$ cat config.mk
export PLATFORM = sky130hd
export DESIGN_NAME = imem_loader_flat
export DESIGN_NICKNAME = d
export VERILOG_FILES = /design/src/rtl/imem_loader_if.sv /design/src/rtl/imem_loader.sv /design/src/flat_wrapper.sv
export SDC_FILE = /design/constraint.sdc
export NUM_CORES = 1
export LEC_CHECK = 0
export ABC_AREA = 1
export BUFFER_PORTS_ARGS = -buffer_cell sky130_fd_sc_hd__buf_2
export CAP_MARGIN = 25
export CORE_MARGIN = 3
export CORE_UTILIZATION = 63
export DETAILED_ROUTE_END_ITERATION = 8
export GPL_ROUTABILITY_DRIVEN = 0
export GPL_TIMING_DRIVEN = 0
export PLACE_DENSITY = 0.86
export SETUP_SLACK_MARGIN = 0.02
export SKIP_LAST_GASP = 1
export SLEW_MARGIN = 20
export SYNTH_ARGS = -nofsm -noshare
export SYNTH_HDL_FRONTEND = slang
export SYNTH_SLANG_ARGS = --single-unit
$ cat constraint.sdc
create_clock -name clk -period 2.95 [get_ports clk]
set_input_delay 0.1475 -clock clk [delete_from_list [all_inputs] [get_ports clk]]
set_output_delay 0.1475 -clock clk [all_outputs]
set_load 0.03 [all_outputs]
$ cat src/rtl/imem_loader_if.sv
// Byte-stream input and instruction-memory write port of the loader.
// slave = loader side, master = stream source / memory side.
interface imem_loader_if;
  logic        in_valid;
  logic [7:0]  in_data;
  logic        in_ready;
  logic        mem_we;
  logic [31:0] mem_addr;
  logic [31:0] mem_wdata;

  modport slave (
    input  in_valid, in_data,
    output in_ready, mem_we, mem_addr, mem_wdata
  );

  modport master (
    output in_valid, in_data,
    input  in_ready, mem_we, mem_addr, mem_wdata
  );
endinterface

$ cat src/rtl/imem_loader.sv
// Instruction memory loader: byte stream -> LE words -> imem write port,
// holds the core while loading and validates an XOR checksum.
module imem_loader #(
  parameter int unsigned DEPTH_WORDS = 1024,
  parameter logic [31:0] BASE_ADDR   = 32'h0000_0000
) (
  input  logic         clk,
  input  logic         reset,
  input  logic         start,
  imem_loader_if.slave bus,
  output logic         cpu_hold,
  output logic         done,
  output logic         error
);

  typedef enum logic [2:0] {
    S_IDLE, S_LEN0, S_LEN1, S_DATA,
    S_CHECK, S_DONE, S_ERR
  } state_t;

  state_t      state_q, state_d;
  logic [15:0] len_q, len_d;
  logic [15:0] wcnt_q, wcnt_d;
  logic [1:0]  bcnt_q, bcnt_d;
  logic [7:0]  chk_q, chk_d;
  logic [23:0] acc_q, acc_d;
  logic        we_q, we_d;
  logic [31:0] addr_q, addr_d;
  logic [31:0] wdata_q, wdata_d;

  logic        rdy;
  logic        take;
  logic        last;
  logic [15:0] nlen;

  assign last = (wcnt_q == len_q);
  assign nlen = {bus.in_data, len_q[7:0]};
  assign take = bus.in_valid && rdy;

  // DATA pauses for one cycle after the final word so its strobe stays in DATA
  always_comb begin
    rdy = 1'b0;
    unique case (state_q)
      S_LEN0, S_LEN1, S_CHECK: rdy = 1'b1;
      S_DATA:                  rdy = !last;
      default:                 rdy = 1'b0;
    endcase
  end

  always_comb begin
    state_d = state_q;
    len_d   = len_q;
    wcnt_d  = wcnt_q;
    bcnt_d  = bcnt_q;
    chk_d   = chk_q;
    acc_d   = acc_q;
    we_d    = 1'b0;
    addr_d  = addr_q;
    wdata_d = wdata_q;

    // address stays on the last written word once the image is complete
    if (we_q && !last) addr_d = addr_q + 32'd4;

    unique case (state_q)
      S_IDLE, S_DONE, S_ERR: begin
        if (start) begin
          state_d = S_LEN0;
          len_d   = '0;
          wcnt_d  = '0;
          bcnt_d  = '0;
          chk_d   = '0;
          addr_d  = BASE_ADDR;
        end
      end
      S_LEN0: begin
        if (take) begin
          len_d[7:0] = bus.in_data;
          chk_d      = chk_q ^ bus.in_data;
          state_d    = S_LEN1;
        end
      end
      S_LEN1: begin
        if (take) begin
          len_d[15:8] = bus.in_data;
          chk_d       = chk_q ^ bus.in_data;
          if (32'(nlen) > DEPTH_WORDS) state_d = S_ERR;
          else if (nlen == 16'd0)      state_d = S_CHECK;
          else                         state_d = S_DATA;
        end
      end
      S_DATA: begin
        if (take) begin
          chk_d  = chk_q ^ bus.in_data;
          bcnt_d = bcnt_q + 2'd1;
          if (bcnt_q == 2'd3) begin
            wdata_d = {bus.in_data, acc_q};
            we_d    = 1'b1;
            wcnt_d  = wcnt_q + 16'd1;
          end else begin
            acc_d[{bcnt_q, 3'b000} +: 8] = bus.in_data;
          end
        end else if (we_q && last) begin
          state_d = S_CHECK;
        end
      end
      S_CHECK: begin
        if (take) begin
          state_d = (bus.in_data == chk_q) ? S_DONE : S_ERR;
        end
      end
      default: state_d = S_IDLE;
    endcase
  end

  always_ff @(posedge clk) begin
    if (reset) begin
      state_q <= S_IDLE;
      len_q   <= '0;
      wcnt_q  <= '0;
      bcnt_q  <= '0;
      chk_q   <= '0;
      acc_q   <= '0;
      we_q    <= 1'b0;
      addr_q  <= '0;
      wdata_q <= '0;
    end else begin
      state_q <= state_d;
      len_q   <= len_d;
      wcnt_q  <= wcnt_d;
      bcnt_q  <= bcnt_d;
      chk_q   <= chk_d;
      acc_q   <= acc_d;
      we_q    <= we_d;
      addr_q  <= addr_d;
      wdata_q <= wdata_d;
    end
  end

  assign bus.in_ready  = rdy;
  assign bus.mem_we    = we_q;
  assign bus.mem_addr  = addr_q;
  assign bus.mem_wdata = wdata_q;
  assign done          = (state_q == S_DONE);
  assign error         = (state_q == S_ERR);
  assign cpu_hold      = !(state_q == S_IDLE || state_q == S_DONE);

endmodule

$ cat src/flat_wrapper.sv
// flat-port wrapper written by rule: the top's interface ports become plain ports
module imem_loader_flat 
#(
  parameter int unsigned DEPTH_WORDS = 1024,
  parameter logic [31:0] BASE_ADDR   = 32'h0000_0000
)
  (clk, reset, start, cpu_hold, done, error, bus_in_valid, bus_in_data, bus_in_ready, bus_mem_we, bus_mem_addr, bus_mem_wdata);
  imem_loader_if bus_i ();
  input  logic clk;
  input  logic reset;
  input  logic start;
  output logic cpu_hold;
  output logic done;
  output logic error;
  input wire logic [$bits(bus_i.in_valid)-1:0] bus_in_valid;
  input wire logic [$bits(bus_i.in_data)-1:0] bus_in_data;
  output wire logic [$bits(bus_i.in_ready)-1:0] bus_in_ready;
  output wire logic [$bits(bus_i.mem_we)-1:0] bus_mem_we;
  output wire logic [$bits(bus_i.mem_addr)-1:0] bus_mem_addr;
  output wire logic [$bits(bus_i.mem_wdata)-1:0] bus_mem_wdata;
  assign bus_i.in_valid = bus_in_valid;
  assign bus_i.in_data = bus_in_data;
  assign bus_in_ready = bus_i.in_ready;
  assign bus_mem_we = bus_i.mem_we;
  assign bus_mem_addr = bus_i.mem_addr;
  assign bus_mem_wdata = bus_i.mem_wdata;
  imem_loader #(.DEPTH_WORDS(DEPTH_WORDS), .BASE_ADDR(BASE_ADDR)) u_core (.clk(clk), .reset(reset), .start(start), .bus(bus_i), .cpu_hold(cpu_hold), .done(done), .error(error));
endmodule
==> results of run 1 <==
per-layer routing:
metal | share of wire, % | vias to the layer above | track usage [%] | wire (um)
li1 | - | 3511 | - | -
met1 | 44 | 3193 | 39.4 | 8200
met2 | 46 | 293 | 48.9 | 8510
met3 | 6.6 | 55 | 6.63 | 1230
met4 | 2.9 | 0 | 11.0 | 530
met5 | 0 | - | 0 | 0
registers in the layout, summed over array words and instances, names as in the netlist, 2 cells and up:
name                  count
u_core.bus.mem_wdata     32
u_core.bus.mem_addr      30
u_core.acc_q             24
u_core.len_q             16
u_core.wcnt_q            16
u_core.chk_q              8
u_core.state_q            3
u_core.bcnt_q             2
path summary, 6_finish.rpt:
kind                                                            from                                    end  depth (start not counted)
worst max register to register         u_core.bcnt_q[0]$_SDFFE_PP0P_           u_core.acc_q[3]$_SDFFE_PP0P_                          7
worst min-delay path                                  bus_in_data[2]  u_core.bus.mem_wdata[26]$_SDFFE_PP0P_                          3
worst max-delay path                   u_core.bcnt_q[0]$_SDFFE_PP0P_           u_core.acc_q[3]$_SDFFE_PP0P_                          7
worst min register to register  u_core.bus.mem_wdata[2]$_SDFFE_PP0P_   u_core.bus.mem_wdata[2]$_SDFFE_PP0P_                          2
cell families (layout without fill, tap and decap cells):
group | count (synthesis) | after routing | synth area share [%]
compound gates | 126 | 126 | 10.9
fa+ha+maj | 7 | 7 | 1.25
flops | 132 | 132 | 37.8
other cells | 1 | 2 | 0.0536
buf+inv | 175 | 276 | 10.3
simple gates | 583 | 583 | 35.2
xor+xnor | 37 | 37 | 4.63
critical path: cells and delay by family (launching register included):
| kind | cells | cell delay (ns) |
|---|---|---|
| AOI/OAI and AO/OA | 1 | 0.11 |
| DFF | 1 | 0.47 |
| adders and majority gates | 1 | 0.43 |
| and+or+nand+nor | 3 | 0.87 |
| buffers and inverters | 2 | 0.38 |
layout by cell type (no fill, tap or decap), drive strengths merged, types with 2 or more instances in the layout:
cell,n
a211oi,16
a21oi,76
buf,95
bufinv,3
clkbuf,38
clkinv,6
clkinvlp,3
conb,2
dfxtp,132
ha,7
inv,130
nand2,288
nand3,45
nand3b,10
nand4,15
nor2,192
nor3,25
nor4,6
o21ai,19
o21bai,11
o221ai,3
xnor2,11
xor2,26
power groups by stage:
| stage | logic [W] | clock network, W | registers [W] |
|---|---|---|---|
| finish | 0.00145 | 0.00216 | 0.00201 |
| global route | 0.00162 | 0.00225 | 0.00203 |
| CTS | 0.00143 | 0.00216 | 0.00201 |
| detailed placement | 0.00141 | 0 | 0.00205 |
| global placement | 0.00138 | 0 | 0.00204 |
| floorplan | 0.00112 | 0 | 0.00203 |
stage by stage:
step / hold WS, ns / power (W)
2_1_floorplan: 0.439 / 0.00315
3_3_place_gp: 0.448 / 0.00342
3_5_place_dp: 0.452 / 0.00346
4_1_cts: 0.0107 / 0.00560
5_1_grt: 0.0264 / 0.00589
6_report: 0.0144 / 0.00562
timing repair:
action,CTS,global route
endpoints found under the setup margin,0,0
hold endpoints to repair,1,0
hold buffers,1,0
layout make-up:
| cell class | instances | area, um2 | area share [%] |
|---|---|---|---|
| Sequential cell | 132 | 2640 | 32.5 |
| Buffer | 47 | 238 | 2.93 |
| Clock buffer | 18 | 428 | 5.27 |
| Multi-Input combinational cell | 755 | 3640 | 44.8 |
| Timing Repair Buffer | 69 | 350 | 4.31 |
| Inverter | 128 | 480 | 5.91 |
| Tap cell | 136 | 170 | 2.09 |
| Clock inverter | 14 | 175 | 2.16 |
==> impl_metrics.toml, run 1 <==
[run_status]
status = "completed"

[cts]
clock_path_buffers = 2
cts_root_buffer = "clkbuf_8"
ctsResizeCount = 0
postCtsSetupRepairBufs = 0
clk_pin_slew_ns = 0.06
cts.sinks = 132
tritoncts = "done"
cts_max_level = 4
cts_buffers = 17
clk-insertion-delay-late_ns = 0.53

[yosys]
synth_flop_cell = "dfxtp_1"
synth_top_area_share_pct = 37.8
yosysWarnings = 0
async_flop_share_pct = 0
yosys-top-cells-area = "dfxtp_1 38%, nand2_1 15%, nor2_1 10%"
synthTopCellsByCount = "273 x nand2_1, 187 x nor2_1, 132 x dfxtp_1"
yosys.cell_types.count = 37
synth_most_common_cell = "nand2_1"
synth_top_cell_by_area = "dfxtp_1"
syn_area_per_cell_um2 = 6.60
synth_seq_cells = 132
synth_edf_count = 0
seq_area_frac_synth_pct = 37.8
syn_inst = 1061
syn_area_um2 = 7000

[critical_path]
cp_data_arrival_time_ns = 2.79
critPathRequiredTime_ns = 3.42
crit_path_max_fanout = 8
crit_chain = "inv_1 -> ha_1 -> nor3_1 -> inv_1 -> nor2_1 -> o21bai_1 -> nor2_1"
crit_path_end_kind = "register"
crit_type = "reg2reg"
regToRegSetupSlack_ns = 0.63
start_kind = "register"
slowest_delay_ns = 0.62
crit_path_top_delay_cell = "nor3_1"

[floorplanning]
die_x_um = 111
start_util_pct = 66.3
rows = 37
ioPinCount = 81
die_h_um = 111
die_area_um2 = 12400
coreArea_um2 = 10600

[power_and_ir_drop]
p_int_w = 0.00371
sw_frac_of_total_pct = 34.0
p_leak_nw = 3.47
power.ir.vdd_worst_uv = 507
powerDensity_nw_per_um2 = 691
combPwrFrac_pct = 25.8
clockPowerShare_pct = 38.4
pwr-share-seq_pct = 35.8
power.switching_w = 0.00191

[sta]
skew_ns = 0.00992
fmax_ghz = 0.431
post-route-min-period_ns = 2.32
fin_tns_setup_ns = 0
worst_slack_ns = 0.630
relSlewSlack_pct = 45.9
tightest_slew_ns = 0.812
rsz0062_at_grt = "no"
drv_slew = 0
hold_violations = 0
min_period_over_period_pct = 78.6
setup_viol = 0

[global_routing]
grt_overflow = 0
antenna_found_initial = 0
grt_first_pass_wirelength_um = 30700
grt_max_degree = 17
grt_pass1_vias = 6546
groute.usage.overall_pct = 30.1

[finish]
final_cells = 1299
final_area_um2 = 8130
area_delta_synth_final_pct = 16.1
diodes = 0
nets = 1169
fill_cells = 837
drive_gt1_share_pct = 15.0
fin_util_pct = 77.0

[detailed_routing]
drc_errors = 0
wl_per_cell_um = 14.2
routed_wl_um = 18500
ant_nets = 0
first_pass_iters = 6
num_vias = 7052
viasPerCell = 5.43
drtIter0Drc = 769

[place]
port_buffers = 68
hpwl_um = 13000
placed_cells = 1266
pre_cts_slack_ns = 0.821
postPlaceCellArea_um2 = 7510

[worst_hold_path]
hp-class = "in2reg"

[flow_run]
cap_violations = 0
No activity file was read; power rests on OpenSTA's default activity.
==> inputs of run 2 (changes only) <==
--- a/config.mk
+++ b/config.mk
@@ -9,11 +9,11 @@
 export BUFFER_PORTS_ARGS = -buffer_cell sky130_fd_sc_hd__buf_2
 export CAP_MARGIN = 25
 export CORE_MARGIN = 3
-export CORE_UTILIZATION = 63
+export CORE_UTILIZATION = 53
 export DETAILED_ROUTE_END_ITERATION = 8
 export GPL_ROUTABILITY_DRIVEN = 0
 export GPL_TIMING_DRIVEN = 0
-export PLACE_DENSITY = 0.86
+export PLACE_DENSITY = 0.77
 export SETUP_SLACK_MARGIN = 0.02
 export SKIP_LAST_GASP = 1
 export SLEW_MARGIN = 20
==> constraint.sdc (replaced) <==
create_clock -name clk -period 1.98 [get_ports clk]
set_input_delay 0.099 -clock clk [delete_from_list [all_inputs] [get_ports clk]]
set_output_delay 0.099 -clock clk [all_outputs]
set_load 0.03 [all_outputs]
==> run 2 against run 1 <==
Against the previous run: the flow now finishes with violations (setup timing); sequential cell count unchanged; critical path depth increased by 7; first-iteration DRC count decreased by 17%; wire length increased by 4.4%; sequential power increased by 49%; register-to-register slack got worse by 0.67 ns; via count decreased by 0.69%; global-route usage decreased by 4.2 points.
==> impl_metrics.toml, run 2 (same netlist as run 1, synthesis figures left out) <==
[place]
port_buffers = 68
hpwl_um = 13100
placed_cells = 1302

[detailed_routing]
first_pass_iters = 5
ant_nets = 0
num_vias = 7003
drc_errors = 0
wl_met3_um = 1420
dr.max_layer_used = "met4"
route.met2.wl_um = 8710
drtIter0Drc = 638
routedLengthMet1_um = 8620
routed_wl_um = 19300
wl_per_cell_um = 14.3
viasPerCell = 5.19

[cts]
cts_max_level = 4
clk-insertion-delay-late_ns = 0.43
cts.sinks = 132
cts_root_buffer = "clkbuf_16"
ctsHoldBuffers = 0
cts_buffers = 17
clock_path_buffers = 2
tritoncts = "done"
clk_pin_slew_ns = 0.06

[finish]
mostFrequentLayoutCells = "260 x nand2_1, 182 x nor2_1, 114 x dfxtp_1, 107 x inv_1, 73 x buf_2"
nets = 1184
largest_reg_flops = 32
drive_gt1_share_pct = 21.1
area_delta_synth_final_pct = 24.1
diodes = 0
final_cells = 1350
final_common_cell = "nand2_1"
fill_cells = 1084

[sta]
tightest_slew_ns = 0.817
post-route-min-period_ns = 2.02
hold_violations = 0
fin_hold_ws_ns = 0.0592
worst_slack_ns = -0.0450
skew_ns = 0.0102
relSlewSlack_pct = 45.5
rsz0062_at_grt = "yes"
drv_slew = 0
fmax_ghz = 0.494
min_period_over_period_pct = 102
setup_viol = 17

[power_and_ir_drop]
sw_frac_of_total_pct = 34.4
clockPowerShare_pct = 37.3
p_int_w = 0.00569
power.ir.vdd_worst_uv = 875
pwr-share-seq_pct = 34.5
power_w = 0.00868
powerDensity_nw_per_um2 = 999
power.switching_w = 0.00299
combPwrFrac_pct = 28.2
p_leak_nw = 3.68

[floorplanning]
die_area_um2 = 14600
rows = 41
coreArea_um2 = 12800
die_x_um = 121
die_h_um = 121
start_util_pct = 54.8
ioPinCount = 81

[critical_path]
crit_path_max_fanout = 7
start_kind = "register"
crit_type = "reg2reg"
critPathRequiredTime_ns = 2.33
crit_path_end_kind = "register"
cp_data_arrival_time_ns = 2.38

[global_routing]
antenna_found_initial = 0
grt_pass1_vias = 6295
groute.usage.overall_pct = 25.8
grt_max_degree = 17
grt_first_pass_wirelength_um = 30300
grt_overflow = 0

[worst_hold_path]
hp-class = "in2reg"

[run_status]
status = "finished, violations left"
violations = "setup timing"

[flow_run]
cap_violations = 0
## run 2: cell types whose count changed in the layout (fill, tap and decap cells not counted), moves of 5 or more
cell / before / now
a21oi_1: 67 / 62
a21oi_2: 9 / 14
buf_2: 87 / 73
buf_4: 3 / 16
buf_6: 2 / 11
dfxtp_1: 132 / 114
dfxtp_2: 0 / 8
dfxtp_4: 0 / 10
inv_1: 113 / 107
nand2_1: 273 / 260
nand2_2: 14 / 23
nor2_1: 187 / 182
## run 2: cell type report
cell class                 count  area, um2  area share [%]
multi-input combinational    756       3830            44.1
sequential                   132       2690            31.0
timing repair buffer          83        509            5.86
inverter                     128        493            5.68
clock buffer                  18        429            4.94
buffer                        47        338            3.89
tap                          172        215            2.48
clock inverter                14        175            2.02
## run 2: routing by layer
metal / up-vias / track usage [%]
met2: 241 / 40.2
met4: 0 / 9.99
met1: 3171 / 34.4
met3: 45 / 6.67
met5: - / 0
li1: 3546 / -
## run 2: path summary, 6_finish.rpt
path	start	to	slack [ns]	depth (start not counted)
max	u_core.wcnt_q[1]$_SDFFE_PP0P_	u_core.bus.mem_wdata[30]$_SDFFE_PP0P_	-0.04	14
min	bus_in_data[1]	u_core.bus.mem_wdata[25]$_SDFFE_PP0P_	0.06	3
max reg2reg	u_core.wcnt_q[1]$_SDFFE_PP0P_	u_core.bus.mem_wdata[30]$_SDFFE_PP0P_	-0.04	14
min reg2reg	u_core.wcnt_q[0]$_SDFFE_PP0P_	u_core.wcnt_q[0]$_SDFFE_PP0P_	0.45	1
## run 2: metrics by stage
| stage | setup WS, ns | cell area (um2) | utilization, % | setup TNS [ns] |
|---|---|---|---|---|
| 2_1_floorplan | 0.172 | 7000 | - | 0 |
| 3_3_place_gp | -0.104 | 7560 | 59.2 | -1.65 |
| 3_5_place_dp | -0.154 | 7560 | 59.2 | -2.75 |
| 4_1_cts | -0.0143 | 8220 | 64.3 | -0.0405 |
| 5_1_grt | -0.100 | 8680 | 68.0 | -2.78 |
| 6_report | -0.0450 | 8680 | 68.0 | -0.373 |
## run 2: critical path, stage by stage, from the launching register on
cell and delay, ns:
dfxtp_2 0.37, inv_1 0.07, nand2_1 0.07, nand2_1 0.06, nor2_1 0.11, nand2_1 0.08, nor2_2 0.15, nand2_2 0.10
nand2_4 0.12, nand2_8 0.08, nand3_4 0.23, buf_8 0.19, clkbuf_16 0.16, nand2_2 0.05, a21oi_2 0.10
## run 2: what timing repair did
| item | in CTS | in global routing |
|---|---|---|
| setup endpoints to repair | 72 | 122 |
| resized for setup | 22 | 109 |
| buffers inserted | 0 | 11 |
| gates cloned | 0 | 5 |
| pin swaps | 0 | 25 |
## run 2: power by group through the flow
stage | clock, W | combinational [W] | sequential [W]
after floorplan | 0 | 0.00167 | 0.00302
after global placement | 0 | 0.00207 | 0.00304
after detailed placement | 0 | 0.00209 | 0.00305
after CTS | 0.00326 | 0.00216 | 0.00299
after global routing | 0.00339 | 0.00271 | 0.00302
final | 0.00323 | 0.00245 | 0.00299
